===== src/rtl/axis_frame_gen_pkg.sv =====
// Shared types and payload formatting for the AXI-Stream frame generator.
package axis_frame_gen_pkg;

  // Widest tdata the payload builder can format.
  localparam int unsigned PAYLOAD_W = 256;

  typedef enum logic [1:0] {
    IDLE = 2'd0,
    SEND = 2'd1,
    GAP  = 2'd2,
    DONE = 2'd3
  } state_t;

  typedef enum logic [1:0] {
    MODE_CNT   = 2'd0,
    MODE_FIXED = 2'd1,
    MODE_HDR   = 2'd2
  } mode_t;

  // Inputs arrive zero-extended; the caller truncates the result to its tdata width.
  function automatic logic [PAYLOAD_W-1:0] build_payload(
    input logic [1:0]           mode,
    input logic [PAYLOAD_W-1:0] fixed,
    input logic [PAYLOAD_W-1:0] dest,
    input logic [7:0]           frame_idx,
    input logic [PAYLOAD_W-1:0] cnt,
    input int unsigned          cntr_w
  );
    logic [PAYLOAD_W-1:0] p;
    case (mode)
      MODE_FIXED: p = (fixed << cntr_w) | cnt;
      MODE_HDR:   p = (dest << (cntr_w + 8)) | (PAYLOAD_W'(frame_idx) << cntr_w) | cnt;
      default:    p = cnt;
    endcase
    return p;
  endfunction

endpackage


===== src/rtl/axis_frame_gen.sv =====
// Runtime-configurable AXI-Stream frame generator: counted or continuous runs of
// fixed-length frames with programmable gaps and round-robin tdest.
module axis_frame_gen
  import axis_frame_gen_pkg::*;
#(
  parameter int unsigned DATA_WIDTH = 32,
  parameter int unsigned CNTR_WIDTH = 8,
  parameter int unsigned DEST_WIDTH = 4,
  parameter int unsigned NUM_DEST   = 2,
  parameter int unsigned LEN_WIDTH  = 16,
  parameter int unsigned GAP_WIDTH  = 8
) (
  input  logic                           clk,
  input  logic                           rst_n,
  input  logic                           start,
  input  logic                           stop,
  input  logic [15:0]                    num_frames,
  input  logic [LEN_WIDTH-1:0]           frame_len,
  input  logic [GAP_WIDTH-1:0]           gap_cycles,
  input  logic [1:0]                     mode,
  input  logic [DATA_WIDTH-CNTR_WIDTH-1:0] fixed_data,
  output logic                           busy,
  output logic                           done,
  output logic [15:0]                    frames_sent,
  output logic [DATA_WIDTH-1:0]          M_AXIS_tdata,
  output logic [DEST_WIDTH-1:0]          M_AXIS_tdest,
  output logic [DATA_WIDTH/8-1:0]        M_AXIS_tkeep,
  output logic                           M_AXIS_tlast,
  output logic                           M_AXIS_tvalid,
  input  logic                           M_AXIS_tready
);

  localparam int unsigned KEEP_W  = DATA_WIDTH / 8;
  localparam int unsigned FIX_W   = DATA_WIDTH - CNTR_WIDTH;
  localparam int unsigned DEST_CW = DEST_WIDTH + 1;
  localparam logic [DEST_WIDTH:0] DEST_LAST = DEST_CW'(NUM_DEST - 1);

  if (DATA_WIDTH % 8 != 0) begin : g_bad_data_width
    $fatal(1, "DATA_WIDTH must be a multiple of 8");
  end
  if (CNTR_WIDTH + DEST_WIDTH + 8 > DATA_WIDTH) begin : g_bad_cntr_width
    $fatal(1, "CNTR_WIDTH must be <= DATA_WIDTH - DEST_WIDTH - 8");
  end
  if (NUM_DEST < 1 || NUM_DEST > (1 << DEST_WIDTH)) begin : g_bad_num_dest
    $fatal(1, "NUM_DEST must be in 1..2**DEST_WIDTH");
  end
  if (DATA_WIDTH > PAYLOAD_W) begin : g_bad_payload_width
    $fatal(1, "DATA_WIDTH exceeds payload builder width");
  end

  function automatic logic [DATA_WIDTH-1:0] payload(
    input logic [1:0]            m,
    input logic [FIX_W-1:0]      fixed,
    input logic [DEST_WIDTH-1:0] dest,
    input logic [7:0]            fidx,
    input logic [CNTR_WIDTH-1:0] cnt
  );
    return DATA_WIDTH'(build_payload(m, PAYLOAD_W'(fixed), PAYLOAD_W'(dest), fidx,
                                     PAYLOAD_W'(cnt), CNTR_WIDTH));
  endfunction

  state_t                  r_state, w_state_nxt;
  logic [15:0]             r_num_frames;
  logic [LEN_WIDTH-1:0]    r_last_beat;
  logic [GAP_WIDTH-1:0]    r_gap;
  logic [1:0]              r_mode;
  logic [FIX_W-1:0]        r_fixed;
  logic                    w_cfg_load;

  logic [LEN_WIDTH-1:0]    r_beat, w_beat_nxt;
  logic [CNTR_WIDTH-1:0]   r_cnt, w_cnt_nxt;
  logic [DEST_WIDTH-1:0]   r_dest, w_dest_nxt;
  logic [GAP_WIDTH-1:0]    r_gap_cnt, w_gap_cnt_nxt;
  logic [15:0]             r_frames_sent, w_sent_nxt;
  logic                    r_stop_seen, w_stop_nxt;
  logic                    r_busy, w_busy_nxt;
  logic                    r_done, w_done_nxt;
  logic                    r_tvalid, w_tvalid_nxt;
  logic                    r_tlast, w_tlast_nxt;
  logic [DATA_WIDTH-1:0]   r_tdata, w_tdata_nxt;
  logic [DEST_WIDTH-1:0]   r_tdest, w_tdest_nxt;

  logic                    w_xfer;
  logic [LEN_WIDTH-1:0]    w_len_m1_in;
  logic [DEST_WIDTH-1:0]   w_dest_inc;
  logic [15:0]             w_sent_inc;
  logic                    w_run_end;

  // A zero frame length is treated as a single-beat frame.
  assign w_len_m1_in = (frame_len == '0) ? '0 : frame_len - LEN_WIDTH'(1);
  assign w_xfer      = r_tvalid & M_AXIS_tready;
  assign w_dest_inc  = ({1'b0, r_dest} == DEST_LAST) ? '0 : r_dest + DEST_WIDTH'(1);
  assign w_sent_inc  = r_frames_sent + 16'd1;
  assign w_run_end   = r_stop_seen | stop |
                       ((r_num_frames != '0) && (w_sent_inc == r_num_frames));

  // Next-state and next-beat computation.
  always_comb begin
    w_state_nxt   = r_state;
    w_cfg_load    = 1'b0;
    w_beat_nxt    = r_beat;
    w_cnt_nxt     = r_cnt;
    w_dest_nxt    = r_dest;
    w_gap_cnt_nxt = r_gap_cnt;
    w_sent_nxt    = r_frames_sent;
    w_stop_nxt    = r_stop_seen;
    w_busy_nxt    = r_busy;
    w_done_nxt    = 1'b0;
    w_tvalid_nxt  = r_tvalid;
    w_tlast_nxt   = r_tlast;
    w_tdata_nxt   = r_tdata;
    w_tdest_nxt   = r_tdest;

    case (r_state)
      IDLE: begin
        if (start) begin
          w_state_nxt  = SEND;
          w_cfg_load   = 1'b1;
          w_busy_nxt   = 1'b1;
          w_beat_nxt   = '0;
          w_cnt_nxt    = '0;
          w_dest_nxt   = '0;
          w_sent_nxt   = '0;
          w_stop_nxt   = 1'b0;
          w_tvalid_nxt = 1'b1;
          w_tlast_nxt  = (w_len_m1_in == '0);
          w_tdata_nxt  = payload(mode, fixed_data, '0, 8'd0, '0);
          w_tdest_nxt  = '0;
        end
      end

      SEND: begin
        w_stop_nxt = r_stop_seen | stop;
        if (w_xfer) begin
          if (r_tlast) begin
            w_sent_nxt = w_sent_inc;
            w_beat_nxt = '0;
            w_cnt_nxt  = '0;
            w_stop_nxt = 1'b0;
            w_dest_nxt = w_dest_inc;
            if (w_run_end) begin
              w_state_nxt  = DONE;
              w_busy_nxt   = 1'b0;
              w_done_nxt   = 1'b1;
              w_tvalid_nxt = 1'b0;
              w_tlast_nxt  = 1'b0;
              w_tdata_nxt  = '0;
              w_tdest_nxt  = '0;
            end else if (r_gap == '0) begin
              w_tvalid_nxt = 1'b1;
              w_tlast_nxt  = (r_last_beat == '0);
              w_tdata_nxt  = payload(r_mode, r_fixed, w_dest_inc, w_sent_inc[7:0], '0);
              w_tdest_nxt  = w_dest_inc;
            end else begin
              w_state_nxt   = GAP;
              w_gap_cnt_nxt = r_gap;
              w_tvalid_nxt  = 1'b0;
              w_tlast_nxt   = 1'b0;
              w_tdata_nxt   = '0;
              w_tdest_nxt   = '0;
            end
          end else begin
            w_beat_nxt  = r_beat + LEN_WIDTH'(1);
            w_cnt_nxt   = r_cnt + CNTR_WIDTH'(1);
            w_tlast_nxt = ((r_beat + LEN_WIDTH'(1)) == r_last_beat);
            w_tdata_nxt = payload(r_mode, r_fixed, r_dest, r_frames_sent[7:0],
                                  r_cnt + CNTR_WIDTH'(1));
          end
        end
      end

      // The last gap cycle decides between the next frame and ending on a pending stop.
      GAP: begin
        w_stop_nxt = r_stop_seen | stop;
        if (r_gap_cnt != GAP_WIDTH'(1)) begin
          w_gap_cnt_nxt = r_gap_cnt - GAP_WIDTH'(1);
        end else if (r_stop_seen | stop) begin
          w_state_nxt = DONE;
          w_busy_nxt  = 1'b0;
          w_done_nxt  = 1'b1;
          w_stop_nxt  = 1'b0;
        end else begin
          w_state_nxt  = SEND;
          w_tvalid_nxt = 1'b1;
          w_tlast_nxt  = (r_last_beat == '0);
          w_tdata_nxt  = payload(r_mode, r_fixed, r_dest, r_frames_sent[7:0], '0);
          w_tdest_nxt  = r_dest;
        end
      end

      DONE: w_state_nxt = IDLE;

      default: w_state_nxt = IDLE;
    endcase
  end

  always_ff @(posedge clk or negedge rst_n) begin
    if (!rst_n) begin
      r_state       <= IDLE;
      r_beat        <= '0;
      r_cnt         <= '0;
      r_dest        <= '0;
      r_gap_cnt     <= '0;
      r_frames_sent <= '0;
      r_stop_seen   <= 1'b0;
      r_busy        <= 1'b0;
      r_done        <= 1'b0;
      r_tvalid      <= 1'b0;
      r_tlast       <= 1'b0;
      r_tdata       <= '0;
      r_tdest       <= '0;
    end else begin
      r_state       <= w_state_nxt;
      r_beat        <= w_beat_nxt;
      r_cnt         <= w_cnt_nxt;
      r_dest        <= w_dest_nxt;
      r_gap_cnt     <= w_gap_cnt_nxt;
      r_frames_sent <= w_sent_nxt;
      r_stop_seen   <= w_stop_nxt;
      r_busy        <= w_busy_nxt;
      r_done        <= w_done_nxt;
      r_tvalid      <= w_tvalid_nxt;
      r_tlast       <= w_tlast_nxt;
      r_tdata       <= w_tdata_nxt;
      r_tdest       <= w_tdest_nxt;
    end
  end

  // Run configuration is captured only when a run starts.
  always_ff @(posedge clk or negedge rst_n) begin
    if (!rst_n) begin
      r_num_frames <= '0;
      r_last_beat  <= '0;
      r_gap        <= '0;
      r_mode       <= '0;
      r_fixed      <= '0;
    end else if (w_cfg_load) begin
      r_num_frames <= num_frames;
      r_last_beat  <= w_len_m1_in;
      r_gap        <= gap_cycles;
      r_mode       <= mode;
      r_fixed      <= fixed_data;
    end
  end

  assign busy          = r_busy;
  assign done          = r_done;
  assign frames_sent   = r_frames_sent;
  assign M_AXIS_tdata  = r_tdata;
  assign M_AXIS_tdest  = r_tdest;
  assign M_AXIS_tkeep  = {KEEP_W{r_tvalid}};
  assign M_AXIS_tlast  = r_tlast;
  assign M_AXIS_tvalid = r_tvalid;

endmodule

===== config.mk =====
export PLATFORM = sky130hd
export DESIGN_NAME = axis_frame_gen
export DESIGN_NICKNAME = d
export VERILOG_FILES = /design/src/rtl/axis_frame_gen_pkg.sv /design/src/rtl/axis_frame_gen.sv
export SDC_FILE = /design/constraint.sdc
export NUM_CORES = 1
export LEC_CHECK = 0
export ABC_AREA = 1
export BUFFER_PORTS_ARGS = -buffer_cell sky130_fd_sc_hd__clkbuf_2
export CORE_MARGIN = 2
export CORE_UTILIZATION = 63
export CTS_CLUSTER_DIAMETER = 150
export DETAILED_ROUTE_END_ITERATION = 10
export PLACE_DENSITY_LB_ADDON = 0.2
export SYNTH_ARGS = -nofsm -noshare
export SYNTH_HDL_FRONTEND = slang
export SYNTH_SLANG_ARGS = --single-unit

===== constraint.sdc =====
create_clock -name clk -period 6.05 [get_ports clk]
set_clock_uncertainty 0.05 [all_clocks]
set_input_delay 1.21 -clock clk [delete_from_list [all_inputs] [get_ports clk]]
set_output_delay 1.21 -clock clk [all_outputs]
set_load 0.1 [all_outputs]

==> flow_metrics.tcl <==
set metrics [dict create \
    synth.area.top_cells "dfrtp_1 43%, nand2_1 13%, nor2_1 6.7%, a21oi_1 5.7%, inv_1 5.4%" \
    hold_buffers 0 \
    p_sw_uw 528 \
    maxSlewViolCount 0 \
    yosysMostFrequentCell "nand2_1" \
    status "completed" \
    antenna_cells 0 \
    leakagePower_uw 0.00580 \
    die_w_um 126 \
    setup_slack_ns 2.17 \
    dieArea_um2 15800 \
    pwr_density_cell_nw_per_um2 212 \
    crit_required_ns 6.34 \
    grt_antenna_before_repair 0 \
    clock_sinks 161 \
    synth_common_cells "325 x nand2_1, 168 x nor2_1, 161 x dfrtp_1" \
    grtUsageTotal_pct 31.4 \
    clock_latency_ns 0.44 \
    syn_area_um2 9350 \
    routed_via_density 5.75 \
    post_cts_buffers 0 \
    regArea_um2 4030 \
    max_freq_mhz 257 \
    vias 9122 \
    seq_area_frac_synth_pct 43.1 \
    crit_path_max_fanout 35 \
    syn2layout_area_growth_pct 14.2 \
    synth_area_per_cell_um2 7.28 \
    setup.worst_path.end_class "flop" \
    drt_iter0_markers 930 \
    internal-power_uw 1730 \
    drive_above_1_share_pct 14.6 \
    grt_util_met2_pct 47.9 \
    cts_buffers 17 \
    core_um2 14500 \
    power_uw 2260 \
    synth_edf_count 0 \
    portBuffers 130 \
    min_to "r_cnt[3]$_DFFE_PN0P_" \
    finalHoldViolCount 0 \
    met1_usage_pct 45.7 \
    hpwlAfterDp_um 17100 \
    drt_wl_total_um 24200 \
    grt_pass1_vias 8406 \
    fillers 1175 \
    routedWlPerCell_um 15.2 \
    whs_path_depth 2 \
    seqPwrFrac_pct 47.6 \
    synth_cell_type_count 40 \
    yosys.area.top_type "dfrtp_1" \
    grt_start_max_net_pins 115 \
    gr-usage-met3_pct 6.16 \
    worstReg2RegEnd "M_AXIS_tdata[5]$_DFFE_PN0P_" \
    clk_pin_slew_ns 0.07 \
    synthArstFlopShare_pct 100 \
    setup_violations 0 \
    grt_first_pass_wirelength_um 40600 \
    ant_nets 0 \
    ys_warn_count 0 \
    worstSetupPathType "in -> reg" \
    max_cap_violations 0 \
    grt.busiest_layer "met2" \
    finalCriticalPeriod_ns 3.88 \
    hp-class "reg -> reg" \
    route.detailed.drc 0 \
    power_frac_comb_pct 3.1 \
    post-place-ws_ns 1.80 \
    switching_share_pct 23.4 \
    worst_slew_pin_slew_ns 1.16 \
    cts_buffer_depth 2 \
    ctsResizeCount 0 \
    syn_inst 1285 \
    worst_hold_slack_ns 0.435 \
    io_pins 131 \
    start_util_pct 64.4 \
    timing.slew.headroom_pct 21.9 \
    power_frac_clock_pct 49.3 \
    synth_top_area_share_pct 43.1 \
    r2r-start "r_state[0]$_DFFE_PN0P_" \
    finalSetupTns_ns 0 \
    reg2reg_slack_ns 2.21 \
    cp.arrival_ns 4.18 \
    cp-start-kind "input pin" \
    synth-main-ff-cell "dfrtp_1" \
    die_h_um 126 \
    globalRouteOverflowTotal 0 \
    ys_ff_latch 161 \
    clockRootBuffer "clkbuf_16" \
    peakVddDrop_mv 0.220 \
    dr.pass1.iters 6 \
    syn_nets 1371 \
    rows 44 \
    nNetsFinal 1476 \
    multi_input_area_um2 4620 \
    period_share_pct 64.2 \
    r2r_cells 10 \
    min_from "r_cnt[3]$_DFFE_PN0P_" \
    htree_num_levels 4 \
    place.gp.congestion 0.934 \
    grt_setup_unrepaired "no" \
    tritoncts "done" \
]
-- power groups by stage --
| stage | Clock (µW) | Sequential, µW | Combinational (µW) |
|---|---|---|---|
| 2_1_floorplan | 0 | 1100 | 15.1 |
| 3_3_place_gp | 0 | 1100 | 71.1 |
| 3_5_place_dp | 0 | 1100 | 71.3 |
| 4_1_cts | 1120 | 1080 | 71.7 |
| 5_1_grt | 1170 | 1080 | 80.6 |
| 6_report | 1110 | 1080 | 71.0 |
-- registers in the layout (all words and copies together) (netlist names) --
signal and count:
r_gap_cnt 8, r_stop_seen 1, r_cnt 8, r_beat 16, M_AXIS_tdest 4, frames_sent 16, r_state 2, r_gap 8
r_mode 2, r_num_frames 16, M_AXIS_tvalid 1, r_fixed 24, busy 1, done 1, r_dest 4, r_last_beat 16
M_AXIS_tlast 1, M_AXIS_tdata 32
-- how the worst max path moves through the flow --
stage / startpoint / end / cells after the start
final: stop / M_AXIS_tdata[5]$_DFFE_PN0P_ / 9
after floorplan: frames_sent[0]$_DFFE_PN0P_ / r_gap_cnt[3]$_DFFE_PN0P_ / 17
after global routing: r_state[0]$_DFFE_PN0P_ / M_AXIS_tdata[7]$_DFFE_PN0P_ / 10
after CTS: stop / M_AXIS_tdata[5]$_DFFE_PN0P_ / 9
after global placement: stop / M_AXIS_tdata[2]$_DFFE_PN0P_ / 9
after detailed placement: stop / M_AXIS_tdata[6]$_DFFE_PN0P_ / 9
-- worst max-delay path, stage by stage --
cell and delay (ns):
clkbuf_2 0.10, nor2_2 0.64, nor2_1 0.16, nor4_1 0.27
nand2_1 0.08, buf_4 0.26, clkinv_1 0.54, o311ai_0 0.56
o21ai_0 0.33
-- placed cells by master (no fill, tap or decap), types with 6 or more instances in the layout --
cell,n
nand2_1,324
nor2_1,168
dfrtp_1,161
inv_1,134
clkbuf_2,129
a21oi_1,107
nand3_1,87
o21ai_0,86
nand4_1,31
o22ai_1,19
clkbuf_16,17
xor2_1,15
ha_1,15
nand3b_1,12
mux2_2,12
nor3_1,9
nor4_1,9
inv_6,7
nor2_2,6
o21ai_2,6
-- layout make-up --
type | count | area share [%]
clock buffers | 18 | 4.11
clock inverters | 14 | 1.55
inverters | 136 | 4.78
multi-input cells | 940 | 43.3
flip-flops and latches | 161 | 37.7
well taps | 184 | 2.16
repair buffers | 134 | 6.43
-- stage by stage --
| step | std cells | instance area, µm² | util [%] |
|---|---|---|---|
| finish | 1587 | 10700 | 73.5 |
| global route | 1587 | 10700 | 73.5 |
| CTS | 1587 | 10700 | 73.5 |
| detailed placement | 1555 | 10100 | 69.3 |
| global placement | 1555 | 10100 | 69.3 |
| floorplan | 1285 | 9350 | - |
-- layer usage --
layer,routed length [µm],vias to the layer above,part of all wire [%]
met5,0,-,0
met4,416,0,1.7
met3,1900,33,7.8
met2,11000,379,46
met1,10800,4292,45
li1,-,4418,-
-- logic make-up after synthesis --
family / Yosys count / share of synthesized area (%)
mux: 12 / 1.44
simple gates: 661 / 30.3
xor+xnor: 21 / 2.26
flops: 161 / 43.1
fa+ha+maj: 15 / 2.01
compound gates: 231 / 13.2
buf+inv: 184 / 7.73
No activity file was read; power rests on OpenSTA's default activity.
